`src/rtl/sync_memory_module_if.sv`:
```
// Request/completion bus between the CPU control FSM and sync_memory_module.
// Optional parity signals exist only when MEM_PARITY_EN is defined.
interface sync_memory_module_if #(
  parameter int DW = 8,
  parameter int AW = 4
);
  logic [AW-1:0] address;
  logic          read;
  logic          write;
  logic [DW-1:0] data_in;
  logic [DW-1:0] data_out;
  logic          ready;
  logic          valid;
  logic          addr_err;
`ifdef MEM_PARITY_EN
  logic          inject_err;
  logic          parity_err;

  modport master (
    output address, read, write, data_in, inject_err,
    input  data_out, ready, valid, addr_err, parity_err
  );
  modport slave (
    input  address, read, write, data_in, inject_err,
    output data_out, ready, valid, addr_err, parity_err
  );
`else
  modport master (
    output address, read, write, data_in,
    input  data_out, ready, valid, addr_err
  );
  modport slave (
    input  address, read, write, data_in,
    output data_out, ready, valid, addr_err
  );
`endif
endinterface

```
`src/rtl/sync_memory_module.sv`:
```
// Clocked unified program/data memory with wait states, valid/ready handshake and range check.
// Define MEM_PARITY_EN to add an even-parity bit per word with error injection and reporting.
module sync_memory_module #(
  parameter int    DW          = 8,
  parameter int    DEPTH       = 16,
  parameter int    AW          = 4,
  parameter int    WAIT_STATES = 0,
  parameter string INIT_FILE   = ""
) (
  input  logic                 clk,
  input  logic                 rst_n,
  sync_memory_module_if.slave  bus
);

`ifdef MEM_PARITY_EN
  localparam int MW = DW + 1;
`else
  localparam int MW = DW;
`endif

  typedef enum logic {IDLE, BUSY} state_t;

  state_t        state, state_next;
  logic [3:0]    count, count_next;
  logic          done;

  logic [MW-1:0] mem [DEPTH];
  logic [MW-1:0] rd_word;
  logic [MW-1:0] wr_word;

  logic          in_range;
  logic          accept;
  logic          acc_read;
  logic [DW-1:0] acc_data;
  logic [DW-1:0] pend_data;
  logic          pend_read;
  logic          pend_err;
  logic [DW-1:0] fin_data;
  logic          fin_read;
  logic          fin_err;

  assign bus.ready = (state == IDLE);
  assign accept    = rst_n && bus.ready && (bus.read || bus.write);
  assign in_range  = int'(bus.address) < DEPTH;
  assign acc_read  = bus.read && !bus.write;
  assign rd_word   = mem[bus.address];
  assign acc_data  = in_range ? rd_word[DW-1:0] : '0;

`ifdef MEM_PARITY_EN
  logic acc_perr, pend_perr, fin_perr;
  // A correctly stored word has even parity over all MW bits.
  assign acc_perr = in_range && (^rd_word);
  assign wr_word  = {(^bus.data_in) ^ bus.inject_err, bus.data_in};
  assign fin_perr = (state == IDLE) ? acc_perr : pend_perr;
`else
  assign wr_word  = bus.data_in;
`endif

  always_ff @(posedge clk) begin
    if (accept && bus.write && in_range) mem[bus.address] <= wr_word;
  end

  // With zero wait states the block never leaves IDLE and completes on the accept edge.
  always_comb begin
    state_next = state;
    count_next = count;
    done       = 1'b0;
    case (state)
      IDLE: begin
        if (accept) begin
          if (WAIT_STATES == 0) begin
            done = 1'b1;
          end else begin
            state_next = BUSY;
            count_next = 4'(WAIT_STATES - 1);
          end
        end
      end
      BUSY: begin
        if (count == 4'd0) begin
          state_next = IDLE;
          done       = 1'b1;
        end else begin
          count_next = count - 4'd1;
        end
      end
      default: state_next = IDLE;
    endcase
  end

  assign fin_read = (state == IDLE) ? acc_read  : pend_read;
  assign fin_err  = (state == IDLE) ? !in_range : pend_err;
  assign fin_data = (state == IDLE) ? acc_data  : pend_data;

  // Read data is frozen at accept so the completion reports what was there at that edge.
  always_ff @(posedge clk or negedge rst_n) begin
    if (!rst_n) begin
      state        <= IDLE;
      count        <= 4'd0;
      pend_data    <= '0;
      pend_read    <= 1'b0;
      pend_err     <= 1'b0;
      bus.data_out <= '0;
      bus.valid    <= 1'b0;
      bus.addr_err <= 1'b0;
`ifdef MEM_PARITY_EN
      pend_perr      <= 1'b0;
      bus.parity_err <= 1'b0;
`endif
    end else begin
      state     <= state_next;
      count     <= count_next;
      bus.valid <= done;
      if (accept) begin
        pend_data <= acc_data;
        pend_read <= acc_read;
        pend_err  <= !in_range;
`ifdef MEM_PARITY_EN
        pend_perr <= acc_perr;
`endif
      end
      bus.addr_err <= done && fin_err;
      if (done && fin_read) bus.data_out <= fin_data;
`ifdef MEM_PARITY_EN
      bus.parity_err <= done && fin_read && fin_perr;
`endif
    end
  end

endmodule
```
`src/flat_wrapper.sv`:
```
// flat-port wrapper written by rule: the top's interface ports become plain ports
module sync_memory_module_flat 
#(
  parameter int    DW          = 8,
  parameter int    DEPTH       = 16,
  parameter int    AW          = 4,
  parameter int    WAIT_STATES = 0,
  parameter string INIT_FILE   = ""
)
  (clk, rst_n, bus_address, bus_read, bus_write, bus_data_in, bus_data_out, bus_ready, bus_valid, bus_addr_err);
  sync_memory_module_if #(.DW(DW), .AW(AW)) bus_i ();
  input  logic clk;
  input  logic rst_n;
  input wire logic [$bits(bus_i.address)-1:0] bus_address;
  input wire logic [$bits(bus_i.read)-1:0] bus_read;
  input wire logic [$bits(bus_i.write)-1:0] bus_write;
  input wire logic [$bits(bus_i.data_in)-1:0] bus_data_in;
  output wire logic [$bits(bus_i.data_out)-1:0] bus_data_out;
  output wire logic [$bits(bus_i.ready)-1:0] bus_ready;
  output wire logic [$bits(bus_i.valid)-1:0] bus_valid;
  output wire logic [$bits(bus_i.addr_err)-1:0] bus_addr_err;
  assign bus_i.address = bus_address;
  assign bus_i.read = bus_read;
  assign bus_i.write = bus_write;
  assign bus_i.data_in = bus_data_in;
  assign bus_data_out = bus_i.data_out;
  assign bus_ready = bus_i.ready;
  assign bus_valid = bus_i.valid;
  assign bus_addr_err = bus_i.addr_err;
  sync_memory_module #(.DW(DW), .DEPTH(DEPTH), .AW(AW), .WAIT_STATES(WAIT_STATES), .INIT_FILE(INIT_FILE)) u_core (.clk(clk), .rst_n(rst_n), .bus(bus_i));
endmodule
```
`config.mk`:
```
export PLATFORM = sky130hd
export DESIGN_NAME = sync_memory_module_flat
export DESIGN_NICKNAME = d
export VERILOG_FILES = /design/src/rtl/sync_memory_module_if.sv /design/src/rtl/sync_memory_module.sv /design/src/flat_wrapper.sv
export SDC_FILE = /design/constraint.sdc
export NUM_CORES = 1
export LEC_CHECK = 0
export ABC_CLOCK_PERIOD_IN_PS = 2400
export CORE_ASPECT_RATIO = 0.7
export CORE_MARGIN = 8
export CORE_UTILIZATION = 60
export DETAILED_ROUTE_END_ITERATION = 8
export GPL_ROUTABILITY_DRIVEN = 0
export GPL_TIMING_DRIVEN = 1
export PLACE_DENSITY_LB_ADDON = 0.3
export SKIP_CTS_REPAIR_TIMING = 1
export SLEW_MARGIN = 10
export SYNTH_ARGS = -nofsm -noshare
export SYNTH_HDL_FRONTEND = slang
export SYNTH_SLANG_ARGS = --single-unit
```
`constraint.sdc`:
```
create_clock -name clk -period 2.4 [get_ports clk]
set_input_delay 0.24 -clock clk [delete_from_list [all_inputs] [get_ports clk]]
set_output_delay 0.24 -clock clk [all_outputs]
set_load 0.02 [all_outputs]
```
==> results.txt, run 1 <==
The number of antenna diodes in the final layout is 0. The area of the core came out at 9684 µm². The initial antenna violation count is 0. The cell area after layout is 7106 µm². The average instance in the mapped netlist occupies 19.26 µm². The global routing usage on met1 is 0.2544. The first-pass GRT wire length is 18790 µm. During placement, the flow inserted port buffers numbering 25. Setup repair after global routing left no endpoint under its margin. Once detailed placement completed, the half-perimeter wirelength came to 7847 µm.

The maximum clock skew at final layout is 0.006710 ns. The number of detailed-route iterations in the first pass came out at 5. The post-detailed-route DRC marker count came out at 0. In the final routed layout, each cell accounts on average for 24.01 µm.

The number of nets with antenna violations after detailed routing is 0. Setup violations remaining at the end of the flow were counted as 0. The maximum clock frequency is 0.4959 GHz. The number of hold violations in the final report was 0. The maximum buffer depth of the clock tree is 2. The final non-filler cell total came out at 508.

The max-slew headroom at the worst pin came out at 0.4637. STA classifies the critical path endpoint as a flip-flop. The clock latency on the worst-skew pair is 0.42 ns.

The static power due to leakage is 2.477 nW. The flow ran to the end, and the final reports show no timing, DRC or antenna violations. met2 is the most crowded layer. The maximum vdd drop came out at 0.5889 mV. Of all nets on the critical path, the largest fanout is 8.

The detailed-route wire length came out at 12200 µm. The slew at the pin with the worst max-slew slack came out at 0.8015 ns. The required time at the endpoint of the critical path is 2.69 ns. The total of flip-flops plus latches after synthesis is 151. Row generation in the floorplan step produced 30 rows. STA classifies the critical path startpoint as a flip-flop. The number of instances in the placed design came out at 476. Overall power consumption after layout is estimated at 0.005972 W. The H-tree depth is 4. The final critical delay including setup and external delays came out at 2.016 ns. Synthesis handed over a netlist of 309 instances.

In the layout the commonest cells are 128 x edfxtp_1, 30 x buf_4, 24 x nor2_1, 24 x clkdlybuf4s50_1, 23 x dfrtp_1. The die footprint is 13410 µm². The mapped netlist covers 5951 µm².

The final max-slew violation count came to 0. The via count of the first global-routing pass came out at 3248. The maximum number of pins on one net before global-route repair came out at 37. The total global routing track utilization is 0.1955. The number of I/O pins came out at 27. The post-route worst hold slack is 0.2041 ns. The library cell occupying the most area in the post-synthesis netlist is edfxtp_1.

The final-layout setup total negative slack is 0 ns. The die is 99.32 µm tall. The global routing usage on met3 came out at 0.07905. In the post-synthesis netlist, the biggest area contributors are edfxtp_1 65%, dfrtp_1 9.7%, mux4_2 8.3%, mux4_1 4.4%, a22oi_1 2.0%. The total via count in the routed design is 3153.

Summing all placed instances gives a cell area of 6513 µm². The worst setup path is of the reg -> reg kind. The total congestion overflow is 0.

The library cell used as clock root buffer is clkbuf_16. The register clock-pin slew on the reported worst setup and hold paths is 0.06 ns. The TritonCTS clock tree is done. The post-detailed-route via-to-cell ratio is 6.207. The areal power density over the cells is 840.5 nW/µm². The starting density of the core came out at 0.6145.

The worst endpoint data arrival time came out at 2.31 ns. The count of clock tree sinks came out at 151. In the finished design, the share of the clock period the worst path needs comes to 0.8402. The reported max-cap violation count is 0.

The met2 usage in global routing came out at 0.2929. The share of the Yosys chip area taken by registers is 0.7426. The distinct cell type count after synthesis is 34. The share of Yosys cell area claimed by the top area cell type is 0.6459. The layout net count came out at 384. In this run the worst hold path is classified as in -> async. The violation count after the first detailed-route iteration came out at 326. The die is 135.0 µm wide.

The number of buffers created by CTS is 17. The most common cell after layout, fill and taps aside is edfxtp_1. The number of nets in the synthesized netlist is 326. For this run, the number of Yosys warnings is 0.

The layout overhead on the synthesized area is 19.41%. Of the cells placed in the final design, the portion with a size suffix greater than 1 is 0.2421.
## cell type report
| class | count | area [µm²] |
|---|---|---|
| tap | 128 | 160.2 |
| multi-input combinational | 137 | 1411 |
| clock buffer | 26 | 531.8 |
| timing repair buffer | 57 | 510.5 |
| clock inverter | 6 | 61.31 |
| inverter | 3 | 11.26 |
| sequential | 151 | 4419 |
| fill | 550 | 2579 |
## path summary, 6_finish.rpt
check | end | startpoint | slack, ns | depth (start not counted)
max in group asynchronous | u_core.count[3]$_DFFE_PN0P_ | rst_n | 1.88 | 2
worst max-delay path | u_core.bus.data_out[0]$_DFFE_PN0P_ | u_core.state$_DFF_PN0_ | 0.38 | 5
worst min-delay path | u_core.bus.data_out[4]$_DFFE_PN0P_ | rst_n | 0.20 | 2
worst max register to register | u_core.bus.data_out[0]$_DFFE_PN0P_ | u_core.state$_DFF_PN0_ | 0.38 | 5
min in group clk | u_core.pend_data[0]$_DFFE_PN0P_ | u_core.pend_data[0]$_DFFE_PN0P_ | 0.51 | 1
worst min register to register | u_core.pend_data[0]$_DFFE_PN0P_ | u_core.pend_data[0]$_DFFE_PN0P_ | 0.51 | 1
## power breakdown
group          internal (W)  total [W]  switching, W
registers           0.00293    0.00297     0.0000397
clock network       0.00163    0.00260      0.000968
logic              0.000195   0.000406      0.000211
## cells in the mapped netlist
master	n
buf_6	2
nand2_1	20
mux4_2	22
inv_1	3
conb_1	1
edfxtp_1	128
a221o_1	8
o2bb2ai_1	1
mux4_1	10
a21o_1	1
clkbuf_2	1
nor4bb_1	1
buf_2	4
nor2b_1	3
o21a_1	1
nand4_1	1
clkbuf_1	4
or3_1	1
buf_4	1
nor3_1	5
a21oi_1	3
nand2b_1	3
nor2_1	24
a22oi_1	16
mux2_2	9
and2_1	1
a31oi_1	1
nand4b_1	2
buf_1	5
dfrtp_1	23
xnor2_1	1
buf_12	1
ha_1	1
nor3b_1	1
## worst max-delay path: stages (launching register included)
cell      delay (ns)
dfrtp_1         0.48
buf_4           0.22
nor4bb_1        0.47
a31oi_1         0.14
buf_4           0.20
a221o_1         0.37
## layer usage
layer / vias to the layer above / wire length [µm]
li1: 1369 / -
met1: 1642 / 5394
met2: 126 / 5881
met3: 16 / 777
met4: 0 / 144
met5: - / 0
## cell families (layout without fill, tap and decap cells)
kind of cell / after synthesis / after routing / synth area share
muxes: 41 / 41 / 0.1445
buffers and inverters: 21 / 92 / 0.02018
other: 1 / 1 / 0.0006302
and+or+nand+nor: 62 / 62 / 0.04731
DFF: 151 / 151 / 0.7426
xor gates and xnor gates: 1 / 1 / 0.001472
AOI/OAI and AO/OA: 31 / 31 / 0.04121
adders and majority gates: 1 / 1 / 0.002102
## through the flow
| stage | setup slack, ns | utilization |
|---|---|---|
| final | 0.3835 | 0.7337 |
| after global placement | 0.2785 | 0.6725 |
| after global routing | 0.3060 | 0.7337 |
| after detailed placement | 0.2269 | 0.6725 |
| after floorplan | 0.2690 | - |
| after CTS | 0.3903 | 0.7337 |
## sequential cells by signal, summed over array words and instances, names as in the netlist
signal               cells
u_core.bus.valid         1
u_core.count             4
u_core.mem             128
u_core.bus.data_out      8
u_core.state             1
u_core.pend_data         8
u_core.pend_read         1
Note: power is estimated with default switching activity, not from simulation.
==> run 2: changes to the inputs <==
--- a/config.mk
+++ b/config.mk
@@ -5,7 +5,7 @@
 export SDC_FILE = /design/constraint.sdc
 export NUM_CORES = 1
 export LEC_CHECK = 0
-export ABC_CLOCK_PERIOD_IN_PS = 2400
+export ABC_CLOCK_PERIOD_IN_PS = 1870
 export CORE_ASPECT_RATIO = 0.7
 export CORE_MARGIN = 8
 export CORE_UTILIZATION = 60
==> constraint.sdc (replaced) <==
create_clock -name clk -period 1.87 [get_ports clk]
set_input_delay 0.187 -clock clk [delete_from_list [all_inputs] [get_ports clk]]
set_output_delay 0.187 -clock clk [all_outputs]
set_load 0.02 [all_outputs]
==> results.txt, run 2 (synthesis results as in run 1) <==
In the finished design, the share of the clock period the worst path needs comes to 0.9757. The slew at the pin with the worst max-slew slack is 0.7406 ns. The starting density of the core came out at 0.6145. The total met3 wirelength after detailed routing is 995 µm. Timing would allow up to 0.5481 GHz. Setup violations remaining at the end of the flow were counted as 0.

The initial antenna violation count came out at 0. The post-route worst hold slack is 0.3098 ns. The via count of the first global-routing pass came out at 3371. The number of cells on the worst reg-to-reg path came out at 5.

The clock latency on the worst-skew pair came out at 0.42 ns. The min-delay analysis places its worst path in the category in -> async. For this run, design rule violations remaining after detail routing come to 0.

CTS built an H-tree with a depth of 4. The power share of the combinational group is 0.073. Across all layers, the routed design uses 3256 vias. The number of I/O pins came out at 27. Of the total power, the share spent switching nets is 0.2101. The maximum number of pins on one net before global-route repair is 24. The number of buffers created by CTS is 17. The maximum buffer depth of the clock tree is 2. The post-detailed-placement cell area came out at 6715 µm². The net switching power is 0.001610 W. The setup path with the least slack is of type reg -> reg.

In the final layout, the registers with the most flip-flops are u_core.mem (128), u_core.bus.data_out (8), u_core.pend_data (8). The total congestion overflow came out at 0. The flow ran to the end, and the final reports show no timing, DRC or antenna violations. The number of hold violations in the final report was 0. The layout net count is 407. Setup repair after global routing left no endpoint under its margin. CTS placed an instance of clkbuf_16 at the clock tree root. The post-detailed-route via-to-cell ratio came out at 6.132. The first global-routing pass estimated 19450 µm of wire.

The number of cell rows came out at 30. Measured on the finished design, the core utilization comes to 0.7580. Data on the critical path is required at its endpoint by 2.00 ns. The static power due to leakage is 2.617 nW. The clock drives 151 sinks.

The fraction of power consumed by sequential logic is 0.498. The worst setup path is captured at a flip-flop. The maximum clock skew at final layout came out at 0.005760 ns. Ranked by flip-flop count, first place goes to u_core.mem.

The internal power summed over all cells is 0.006053 W. In this run the top signal layer used is met4. For this design the ratio of total power to cell area is 1044 nW/µm². The register clock-pin slew on the reported worst setup and hold paths is 0.06 ns.

The worst endpoint data arrival time is 1.96 ns. The wire length per cell came out at 24.06 µm. The violation count after the first detailed-route iteration is 311. The number of detailed-route iterations in the first pass came out at 4.

Leaving out fill and tap cells, the most frequent cells in the layout are 128 x edfxtp_1, 49 x buf_4, 24 x nor2_1. Measured along the y axis, the die boundary spans 99.32 µm. The most common cell after layout, fill and taps aside is edfxtp_1.

STA classifies the critical path startpoint as a flip-flop. The area of the core is 9684 µm². The cell area after layout came out at 7341 µm².

The largest fanout of any net on the critical path is 4. The max-slew headroom at the worst pin came out at 0.5052. The total global routing track utilization is 0.1982. The number of nets with antenna violations after detailed routing came out at 0. Detailed placement ended at an HPWL of 8501 µm. After detailed routing, the wire length on met1 is 5483 µm.

The share of total power in the clock network is 0.430. The final max-slew violation count came out at 0. The chip width is 135.0 µm. The final worst setup slack came out at 0.04537 ns. TritonCTS built the clock tree. The worst-case IR drop observed on VDD is 0.8227 mV.

The register with the most flip-flops in the layout has 128 of them. The layout overhead on the synthesized area is 23.36%. The ratio of cells with drive above 1 in the final layout is 0.3102. The final-layout setup total negative slack came out at 0 ns. The port buffer count came out at 25. The reported max-cap violation count came out at 0. The die footprint came out at 13410 µm². The final critical delay including setup and external delays is 1.825 ns. The number of diodes added for antenna fixing is 0. The post-placement setup slack is -0.2209 ns. The wire length on met2 came out at 6066 µm.

The detailed-route wire length is 12780 µm.
==> run 2: power groups by stage <==
stage	registers (W)	clock network [W]	logic, W
after floorplan	0.00390	0	0.000252
after global placement	0.00387	0	0.000536
after detailed placement	0.00388	0	0.000553
after CTS	0.00381	0.00332	0.000559
after global routing	0.00382	0.00344	0.000591
final	0.00381	0.00329	0.000558
==> run 2: through the flow <==
step           power [W]  std cells
3_3_place_gp    0.004407        497
4_1_cts         0.007689        529
5_1_grt         0.007851        531
3_5_place_dp    0.004429        497
6_report        0.007662        531
2_1_floorplan   0.004154        309
==> run 2: path summary, 6_finish.rpt <==
kind | from | endpoint | slack (ns)
max reg2reg | u_core.state$_DFF_PN0_ | u_core.mem[12][6]$_DFFE_PP_ | 0.05
min in group clk | bus_read | u_core.pend_read$_DFFE_PN0P_ | 0.51
min reg2reg | u_core.pend_data[6]$_DFFE_PN0P_ | u_core.pend_data[6]$_DFFE_PN0P_ | 0.51
max | u_core.state$_DFF_PN0_ | u_core.mem[12][6]$_DFFE_PP_ | 0.05
min | rst_n | u_core.pend_data[7]$_DFFE_PN0P_ | 0.31
max in group asynchronous | rst_n | u_core.bus.valid$_DFF_PN0_ | 1.33
==> run 2: per-layer routing <==
metal  vias to the layer above  GRT usage
met3                        22    0.05539
li1                       1420          -
met4                         0    0.07823
met1                      1671     0.2684
met5                         -          0
met2                       143     0.3002
==> run 2: area by class of cell <==
class	instances	area, µm²
Inverter	3	11.26
Clock inverter	10	88.84
Sequential cell	151	4419
Timing Repair Buffer	80	711.9
Fill cell	518	2344
Clock buffer	22	495.5
Multi-Input combinational cell	137	1454
Tap cell	128	160.2
==> run 2: worst max-delay path, cell delays in order, from the launching register on <==
cell,delay (ns)
dfrtp_1,0.44
nor2b_1,0.17
nand2_1,0.10
or3_1,0.40
nor2_1,0.23
buf_4,0.19
==> run 3: changes to the inputs <==
--- a/config.mk
+++ b/config.mk
@@ -5,7 +5,6 @@
 export SDC_FILE = /design/constraint.sdc
 export NUM_CORES = 1
 export LEC_CHECK = 0
-export ABC_CLOCK_PERIOD_IN_PS = 1870
 export CORE_ASPECT_RATIO = 0.7
 export CORE_MARGIN = 8
 export CORE_UTILIZATION = 60
==> results of run 3 <==
No change in the layout: final DEF, timing and power equal those of run 2.
